===== src/rtl/morse_code_decoder.sv =====
// Morse receive stage: synchronizes the LED line, times marks and spaces,
// collects five dot/dash symbols and emits the decoded digit or an error strobe.
module morse_code_decoder #(
  parameter int unsigned CLK_HZ           = 100_000_000,
  parameter int unsigned DOT_LEN          = CLK_HZ,
  parameter int unsigned GLITCH_LEN       = DOT_LEN / 4,
  parameter int unsigned DOT_DASH_THRESH  = 2 * CLK_HZ,
  parameter int unsigned DIGIT_END_THRESH = 5 * CLK_HZ,
  parameter int unsigned MAX_MARK         = 6 * CLK_HZ,
  parameter int unsigned CNT_W            = 32
) (
  input  logic       clk,
  input  logic       rst_n,
  input  logic       morse_in,
  output logic [3:0] digit_out,
  output logic       digit_valid,
  output logic       digit_error,
  output logic       busy
);

  localparam logic [CNT_W-1:0] GLITCH_C = CNT_W'(GLITCH_LEN);
  localparam logic [CNT_W-1:0] DASH_C   = CNT_W'(DOT_DASH_THRESH);
  localparam logic [CNT_W-1:0] END_C    = CNT_W'(DIGIT_END_THRESH);
  localparam logic [CNT_W-1:0] MAX_C    = CNT_W'(MAX_MARK);
  localparam logic [CNT_W-1:0] ONE_C    = CNT_W'(1);

  typedef enum logic [2:0] {IDLE, MARK, SPACE, EMIT, WAIT_LOW} state_t;

  state_t           state, state_n;
  logic [1:0]       sync_q;
  logic             s;
  logic [CNT_W-1:0] cnt, cnt_n, cnt_inc;
  logic [4:0]       sym, sym_n;
  logic [2:0]       nsym, nsym_n;
  logic [3:0]       digit_n;
  logic             valid_n, error_n;
  logic             dec_ok;
  logic [3:0]       dec_val;

  always_ff @(posedge clk or negedge rst_n) begin
    if (!rst_n) sync_q <= '0;
    else        sync_q <= {sync_q[0], morse_in};
  end

  assign s       = sync_q[1];
  assign cnt_inc = (&cnt) ? cnt : cnt + ONE_C;
  assign busy    = (state != IDLE);

  // First symbol sits in bit 4; a 1 is a dash.
  always_comb begin
    dec_ok  = 1'b1;
    dec_val = '0;
    case (sym)
      5'b11111: dec_val = 4'd0;
      5'b01111: dec_val = 4'd1;
      5'b00111: dec_val = 4'd2;
      5'b00011: dec_val = 4'd3;
      5'b00001: dec_val = 4'd4;
      5'b00000: dec_val = 4'd5;
      5'b10000: dec_val = 4'd6;
      5'b11000: dec_val = 4'd7;
      5'b11100: dec_val = 4'd8;
      5'b11110: dec_val = 4'd9;
      default:  dec_ok  = 1'b0;
    endcase
  end

  always_comb begin
    state_n = state;
    cnt_n   = cnt;
    sym_n   = sym;
    nsym_n  = nsym;
    digit_n = digit_out;
    valid_n = 1'b0;
    error_n = 1'b0;
    case (state)
      IDLE: begin
        if (s) begin
          state_n = MARK;
          cnt_n   = ONE_C;
        end
      end
      MARK: begin
        if (cnt >= MAX_C) begin
          error_n = 1'b1;
          sym_n   = '0;
          nsym_n  = '0;
          cnt_n   = '0;
          state_n = WAIT_LOW;
        end else if (s) begin
          cnt_n = cnt_inc;
        end else if (cnt < GLITCH_C) begin
          cnt_n   = ONE_C;
          state_n = (nsym != 3'd0) ? SPACE : IDLE;
        end else begin
          sym_n   = {sym[3:0], (cnt >= DASH_C)};
          nsym_n  = (nsym == 3'd6) ? nsym : nsym + 3'd1;
          cnt_n   = ONE_C;
          state_n = SPACE;
        end
      end
      SPACE: begin
        if (s) begin
          cnt_n   = ONE_C;
          state_n = MARK;
        end else if (cnt >= END_C) begin
          state_n = EMIT;
        end else begin
          cnt_n = cnt_inc;
        end
      end
      EMIT: begin
        if (nsym == 3'd5 && dec_ok) begin
          digit_n = dec_val;
          valid_n = 1'b1;
        end else begin
          error_n = 1'b1;
        end
        sym_n   = '0;
        nsym_n  = '0;
        cnt_n   = '0;
        state_n = IDLE;
      end
      WAIT_LOW: begin
        if (!s) state_n = IDLE;
      end
      default: state_n = IDLE;
    endcase
  end

  always_ff @(posedge clk or negedge rst_n) begin
    if (!rst_n) begin
      state       <= IDLE;
      cnt         <= '0;
      sym         <= '0;
      nsym        <= '0;
      digit_out   <= '0;
      digit_valid <= 1'b0;
      digit_error <= 1'b0;
    end else begin
      state       <= state_n;
      cnt         <= cnt_n;
      sym         <= sym_n;
      nsym        <= nsym_n;
      digit_out   <= digit_n;
      digit_valid <= valid_n;
      digit_error <= error_n;
    end
  end

endmodule


===== config.mk =====
export PLATFORM = sky130hd
export DESIGN_NAME = morse_code_decoder
export DESIGN_NICKNAME = d
export VERILOG_FILES = /design/src/rtl/morse_code_decoder.sv
export SDC_FILE = /design/constraint.sdc
export NUM_CORES = 1
export LEC_CHECK = 0
export CAP_MARGIN = 20
export CELL_PAD_IN_SITES_DETAIL_PLACEMENT = 2
export CELL_PAD_IN_SITES_GLOBAL_PLACEMENT = 2
export CORE_ASPECT_RATIO = 0.9
export CORE_MARGIN = 2
export CORE_UTILIZATION = 30
export CTS_CLUSTER_SIZE = 40
export DETAILED_ROUTE_END_ITERATION = 7
export PLACE_DENSITY_LB_ADDON = 0.1
export REMOVE_ABC_BUFFERS = 1
export SYNTH_ARGS = -nofsm -noshare
export SYNTH_HDL_FRONTEND = slang
export SYNTH_SLANG_ARGS = --single-unit

===== constraint.sdc =====
create_clock -name clk -period 2.8 [get_ports clk]
set_input_delay 0.28 -clock clk [delete_from_list [all_inputs] [get_ports clk]]
set_output_delay 0.28 -clock clk [all_outputs]
set_load 0.05 [all_outputs]

==> impl_metrics.env, run 1 <==
export IMPL_ys_seq_area_frac=0.3803
export IMPL_diodes=0
export IMPL_worst_slew_pin_transition_ps=760.9
export IMPL_fin_skew_ps=7.946
export IMPL_viasPerCell=5.866
export IMPL_first_pass_iters=4
export IMPL_path_clk_slew_ps=70
export IMPL_crit_fanout=44
export IMPL_synth_cell_type_count=58
export IMPL_final_hold_violation_count=0
export IMPL_clock_latency_ps=300
export IMPL_leakage_nw=1.485
export IMPL_gp_congestion=0.7860
export IMPL_area_growth_pct=13.98
export IMPL_layout_drive_gt1_share=0.1041
export IMPL_slowest_delay_ps=520
export IMPL_avgSynthCellArea_um2=8.785
export IMPL_cts_hold_buf=0
export IMPL_post_drt_wl_per_cell_um=20.78
export IMPL_async_flop_share=1.000
export IMPL_placementRows=36
export IMPL_grt_pass1_wl_um=19020
export IMPL_use_met2=0.3271
export IMPL_slew_viol_final=0
export IMPL_ios=10
export IMPL_syn_inst=382
export IMPL_grt_use_total=0.1987
export IMPL_initial_core_util=0.3091
export IMPL_wl_um=11350
export IMPL_die_y_um=104.3
export IMPL_synth_main_ff_cell="dfrtp_1"
export IMPL_htree_levels=2
export IMPL_dpl_cell_count=539
export IMPL_busiest_layer="met2"
export IMPL_root_buffer="clkbuf_16"
export IMPL_cts_resized=0
export IMPL_rr_startpoint="cnt[30]"
export IMPL_yosys_register_bits=51
export IMPL_hpwl_um=8337
export IMPL_synth_edf_count=0
export IMPL_antenna_found_initial=0
export IMPL_p_per_area_mw_per_mm2=405.1
export IMPL_yosysWarnings=0
export IMPL_port_buffers=9
export IMPL_status="completed"
export IMPL_path_cells="or3_4 -> a2111oi_4 -> o311ai_2 -> and2_1 -> buf_12 -> or4_1 -> a21oi_1"
export IMPL_ff2ff_path_depth=7
export IMPL_die_width_um=115.5
export IMPL_hold_path_class="input port to asynchronous set/reset pin"
export IMPL_irDropWorstVdd_v=0.0001753
export IMPL_setup_violations=0
export IMPL_gr_usage_met3=0.02448
export IMPL_cts_buffer_depth=2
export IMPL_worstPathArrival_ps=2800
export IMPL_fmax_ghz=0.3867
export IMPL_fin_cells=546
export IMPL_cp_start_kind="flip-flop"
export IMPL_grt_ovfl_total=0
export IMPL_rrSetupSlack_ps=210
export IMPL_slowest_stage="or4_1"
export IMPL_cts_setup_buffers=0
export IMPL_period_needed_ps=2586
export IMPL_cts_buffers=5
export IMPL_drt_iter0_drc=131
export IMPL_endpoint_kind="flip-flop"
export IMPL_post_route_period_util=0.9236
export IMPL_cts_tree="yes"
export IMPL_clock_sinks=51
export IMPL_route_detailed_drc=0
export IMPL_core_mm2=0.01086
export IMPL_crit_family="simple AND/OR/NAND/NOR gates"
export IMPL_fp_dieArea_mm2=0.01205
export IMPL_placed_cell_area_mm2=0.003662
export IMPL_design_area_mm2=0.003825
export IMPL_hold_worst_slack_ps=50.99
export IMPL_crit_type="flip-flop to flip-flop"
export IMPL_route_vias_total=3203
export IMPL_grt_use_met1=0.2820
export IMPL_maxSlewHeadroom=0.4927
export IMPL_rsz0062_at_grt="no"
export IMPL_crit_buf_inv=1
export IMPL_grt_max_degree=45
export IMPL_worstPathRequired_ps=3020
export IMPL_max_cap_violations=0
export IMPL_synthesis_area_mm2=0.003356
export IMPL_timing_rr_end="cnt[21]"
export IMPL_ant_nets=0
export IMPL_grt_pass1_vias=3430
export IMPL_layout_nets=403
==> layout make-up <==
| class | instances | area, um^2 |
|---|---|---|
| Multi-Input combinational cell | 290 | 1877 |
| Clock buffer | 5 | 125.1 |
| Inverter | 15 | 56.30 |
| Sequential cell | 51 | 1276 |
| Tap cell | 152 | 190.2 |
| Fill cell | 1219 | 7030 |
| Timing Repair Buffer | 31 | 262.8 |
| Clock inverter | 2 | 37.54 |
==> Yosys cell counts (all sizes together), types with 5 or more instances <==
library cell / instances / area share
buf: 9 / 0.026
dfrtp: 51 / 0.38
a21oi: 35 / 0.052
nand3: 29 / 0.043
o31ai: 15 / 0.034
or3: 10 / 0.020
mux2i: 5 / 0.015
nand4: 12 / 0.022
o211ai: 5 / 0.011
nor2b: 5 / 0.0093
nand2b: 8 / 0.015
nor2: 19 / 0.021
clkbuf: 17 / 0.019
nor4: 6 / 0.013
nor3: 9 / 0.013
ha: 6 / 0.022
nand2: 25 / 0.028
o21ai: 15 / 0.022
or4: 17 / 0.038
a22o: 6 / 0.016
inv: 15 / 0.017
and3: 9 / 0.017
==> cells by family after synthesis <==
family | after synthesis | share of synthesized area
AO/OA/AOI/OAI | 112 | 0.2323
flip-flops | 51 | 0.3803
adder cells (fa/ha/maj) | 6 | 0.02237
AND/OR/NAND/NOR | 163 | 0.2744
multiplexers | 9 | 0.02834
buffers and inverters | 41 | 0.06227
==> layout by cell type (no fill, tap or decap), types with 5 or more instances in the layout <==
master | Yosys | layout
and3_1 | 9 | 9
or3_1 | 9 | 9
inv_1 | 15 | 15
nor4_1 | 5 | 5
o31ai_1 | 15 | 15
clkbuf_16 | 0 | 5
o21ai_0 | 12 | 12
mux2i_1 | 5 | 5
nand2_1 | 25 | 25
nor2_1 | 19 | 19
o211ai_1 | 5 | 5
a21oi_1 | 35 | 35
or4_1 | 17 | 17
ha_1 | 6 | 6
dfrtp_1 | 51 | 51
buf_4 | 0 | 21
nand3_1 | 29 | 29
nor2b_1 | 5 | 5
nor3_1 | 9 | 9
nand4_1 | 12 | 12
clkdlybuf4s50_1 | 0 | 8
a22o_1 | 6 | 6
nand2b_1 | 8 | 8
==> how the worst max path moves through the flow <==
stage                       start       to  slack [ps]  cells after the start
after floorplan           cnt[25]  cnt[10]         -30                      6
after global placement    cnt[30]  cnt[12]         300                      7
after detailed placement  cnt[30]  cnt[17]         250                      7
after CTS                 cnt[30]  cnt[17]         240                      7
after global routing      cnt[30]   cnt[6]         100                      7
final                     cnt[30]  cnt[21]         210                      7
==> registers in the layout, indices dropped and copies added (netlist names) <==
signal / cells
sym: 5
digit_error: 1
sync_q: 2
digit_valid: 1
cnt: 32
digit_out: 4
nsym: 3
state: 3
==> metrics by stage <==
stage / power (W) / util / worst slack [ps] / setup TNS [ps]
2_1_floorplan: 0.0008084 / - / -29.91 / -234.6
3_3_place_gp: 0.0008640 / 0.3374 / 301.7 / 0
3_5_place_dp: 0.0008662 / 0.3374 / 255.0 / 0
4_1_cts: 0.001586 / 0.3524 / 235.8 / 0
5_1_grt: 0.001623 / 0.3524 / 95.71 / 0
6_report: 0.001549 / 0.3524 / 213.8 / 0
==> where the power goes <==
| group | switching [W] | internal (W) | leakage [nW] |
|---|---|---|---|
| Clock | 0.000283 | 0.000417 | 0.0759 |
| Combinational | 0.0000679 | 0.0000282 | 0.709 |
| Sequential | 0.00000999 | 0.000743 | 0.701 |
| Total | 0.000361 | 0.00119 | 1.49 |
==> routing by layer <==
metal | wire, um | part of all wire | vias up
li1 | - | - | 1486
met1 | 5605 | 0.49 | 1678
met2 | 5431 | 0.48 | 31
met3 | 232 | 0.020 | 8
met4 | 77 | 0.0068 | 0
met5 | 0 | 0 | -
No activity file was read; power rests on OpenSTA's default activity.
==> run 2: changes to the inputs <==
--- a/config.mk
+++ b/config.mk
@@ -13,6 +13,7 @@
 export CORE_UTILIZATION = 30
 export CTS_CLUSTER_SIZE = 40
 export DETAILED_ROUTE_END_ITERATION = 7
+export GPL_TIMING_DRIVEN = 0
 export PLACE_DENSITY_LB_ADDON = 0.1
 export REMOVE_ABC_BUFFERS = 1
 export SYNTH_ARGS = -nofsm -noshare
==> run 2 against run 1 <==
Effect of this change:
- the run now ends with hold timing left
- clock-buffer cell count up 1
- first-iteration DRC count up 24%
- hold slack worse by 70 ps
- die area unchanged
- utilization down 0.80 points
- critical path depth down 1
- fmax down 2.9%
- clock power down 7.6%
- combinational power up 2.3%
- critical path type unchanged
==> impl_metrics.env, run 2 (synthesized netlist as in run 1, its figures left out) <==
export IMPL_placed_cell_area_mm2=0.003526
export IMPL_fp_dieArea_mm2=0.01205
export IMPL_violations="hold timing"
export IMPL_largest_reg_flops=32
export IMPL_layout_drive_gt1_share=0.08466
export IMPL_layout_common_cells="50 x dfrtp_1, 35 x a21oi_1, 29 x nand3_1, 24 x nand2_1, 19 x nor2_1"
export IMPL_cts_buffer_depth=2
export IMPL_worstPathRequired_ps=2980
export IMPL_hold_worst_slack_ps=-18.71
export IMPL_worst_slack_ps=136.7
export IMPL_irDropWorstVdd_v=0.0001519
export IMPL_antenna_found_initial=0
export IMPL_post_route_period_util=0.9512
export IMPL_cts_buffers=5
export IMPL_regMostFlops="cnt"
export IMPL_die_y_um=104.3
export IMPL_multi_input_area_mm2=0.001934
export IMPL_htree_levels=2
export IMPL_status="finished with violations"
export IMPL_fin_skew_ps=3.815
export IMPL_worstPathArrival_ps=2840
export IMPL_largestRegisters="cnt x32, sym x5, digit_out x4"
export IMPL_grt_ovfl_total=0
export IMPL_design_area_mm2=0.003739
export IMPL_leakage_nw=1.426
export IMPL_crit_fanout=22
export IMPL_setup_violations=0
export IMPL_maxSlewHeadroom=0.4571
export IMPL_ant_nets=0
export IMPL_first_pass_iters=4
export IMPL_path_clk_slew_ps=70
export IMPL_cts_setup_buffers=0
export IMPL_route_vias_total=3155
export IMPL_rsz0062_at_grt="no"
export IMPL_initial_core_util=0.3091
export IMPL_period_needed_ps=2663
export IMPL_cp_start_kind="flip-flop"
export IMPL_pre_cts_ws_ps=-317.6
export IMPL_drt_iter0_drc=163
export IMPL_post_drt_wl_per_cell_um=21.04
export IMPL_diodes=0
export IMPL_core_mm2=0.01086
export IMPL_port_buffers=9
export IMPL_hold_path_class="input port to asynchronous set/reset pin"
export IMPL_viasPerCell=5.953
export IMPL_route_detailed_drc=0
export IMPL_fmax_ghz=0.3755
export IMPL_layout_nets=386
export IMPL_worst_slew_pin_transition_ps=812.6
export IMPL_grt_pass1_vias=3243
export IMPL_placementRows=36
export IMPL_cts_tree="yes"
export IMPL_endpoint_kind="flip-flop"
export IMPL_area_growth_pct=11.41
export IMPL_p_per_area_mw_per_mm2=400.9
export IMPL_wl_um=11150
export IMPL_grt_pass1_wl_um=17990
export IMPL_final_common_cell="dfrtp_1"
export IMPL_grt_max_degree=29
export IMPL_clock_sinks=51
export IMPL_fillCellCount=1249
export IMPL_grt_use_total=0.1899
export IMPL_ios=10
export IMPL_crit_type="flip-flop to flip-flop"
export IMPL_root_buffer="clkbuf_16"
export IMPL_final_hold_violation_count=23
export IMPL_clock_latency_ps=300
export IMPL_hpwl_um=7804
export IMPL_seq_area_mm2=0.001277
export IMPL_die_width_um=115.5
export IMPL_gp_congestion=0.7843
export IMPL_max_cap_violations=0
export IMPL_slew_viol_final=0
[run 2: what timing repair did]
item                       4_1_cts  5_1_grt
gates cloned                     1        1
resized for setup                4        6
hold buffers                     0        0
setup endpoints to repair       28       30
[run 2: metal layers]
layer  up-vias  GRT usage  part of all wire
met3         7    0.02448             0.019
met1      1656     0.2560              0.49
met4         0    0.04475            0.0087
met2        26     0.3204              0.48
met5         -          0                 0
li1       1466          -                 -
[run 2: where the power goes]
part	internal (W)	leakage, nW	total (W)	switching (W)
registers	0.000743	0.699	0.000753	0.0000101
logic	0.0000272	0.654	0.0000982	0.0000710
clock network	0.000358	0.0731	0.000648	0.000290
[run 2: metrics by stage]
step / power (W) / setup TNS (ps) / utilization / cells
final: 0.001499 / 0 / 0.3444 / 530
after global routing: 0.001558 / 0 / 0.3444 / 530
after CTS: 0.001529 / -51.86 / 0.3406 / 529
after detailed placement: 0.0008620 / -6702 / 0.3248 / 520
after global placement: 0.0008523 / -42240 / 0.3209 / 517
after floorplan: 0.0008084 / -234.6 / - / 356
[run 2: layout make-up]
cell class                      count  share of cell area
Tap cell                          152             0.05087
Timing Repair Buffer               12             0.03347
Clock buffer                        6             0.03715
Inverter                           15             0.01506
Clock inverter                      2            0.004351
Multi-Input combinational cell    292              0.5174
Sequential cell                    51              0.3417
[run 2: worst max-delay path: stages (launching register included)]
cell      delay [ps]
dfrtp_2          480
or4_1            560
or3_1            440
o311ai_4         420
and2_4           420
or4_1            170
a21oi_1           60
[run 2: path summary, 6_finish.rpt]
check	slack, ps	endpoint	startpoint	cells past startpoint
min reg2reg	350	sync_q[1]	sync_q[0]	0
max reg2reg	140	cnt[27]	cnt[25]	6
max in group asynchronous	2240	cnt[26]	rst_n	2
max	140	cnt[27]	cnt[25]	6
min in group clk	350	sync_q[1]	sync_q[0]	0
min	-20	sync_q[1]	rst_n	1
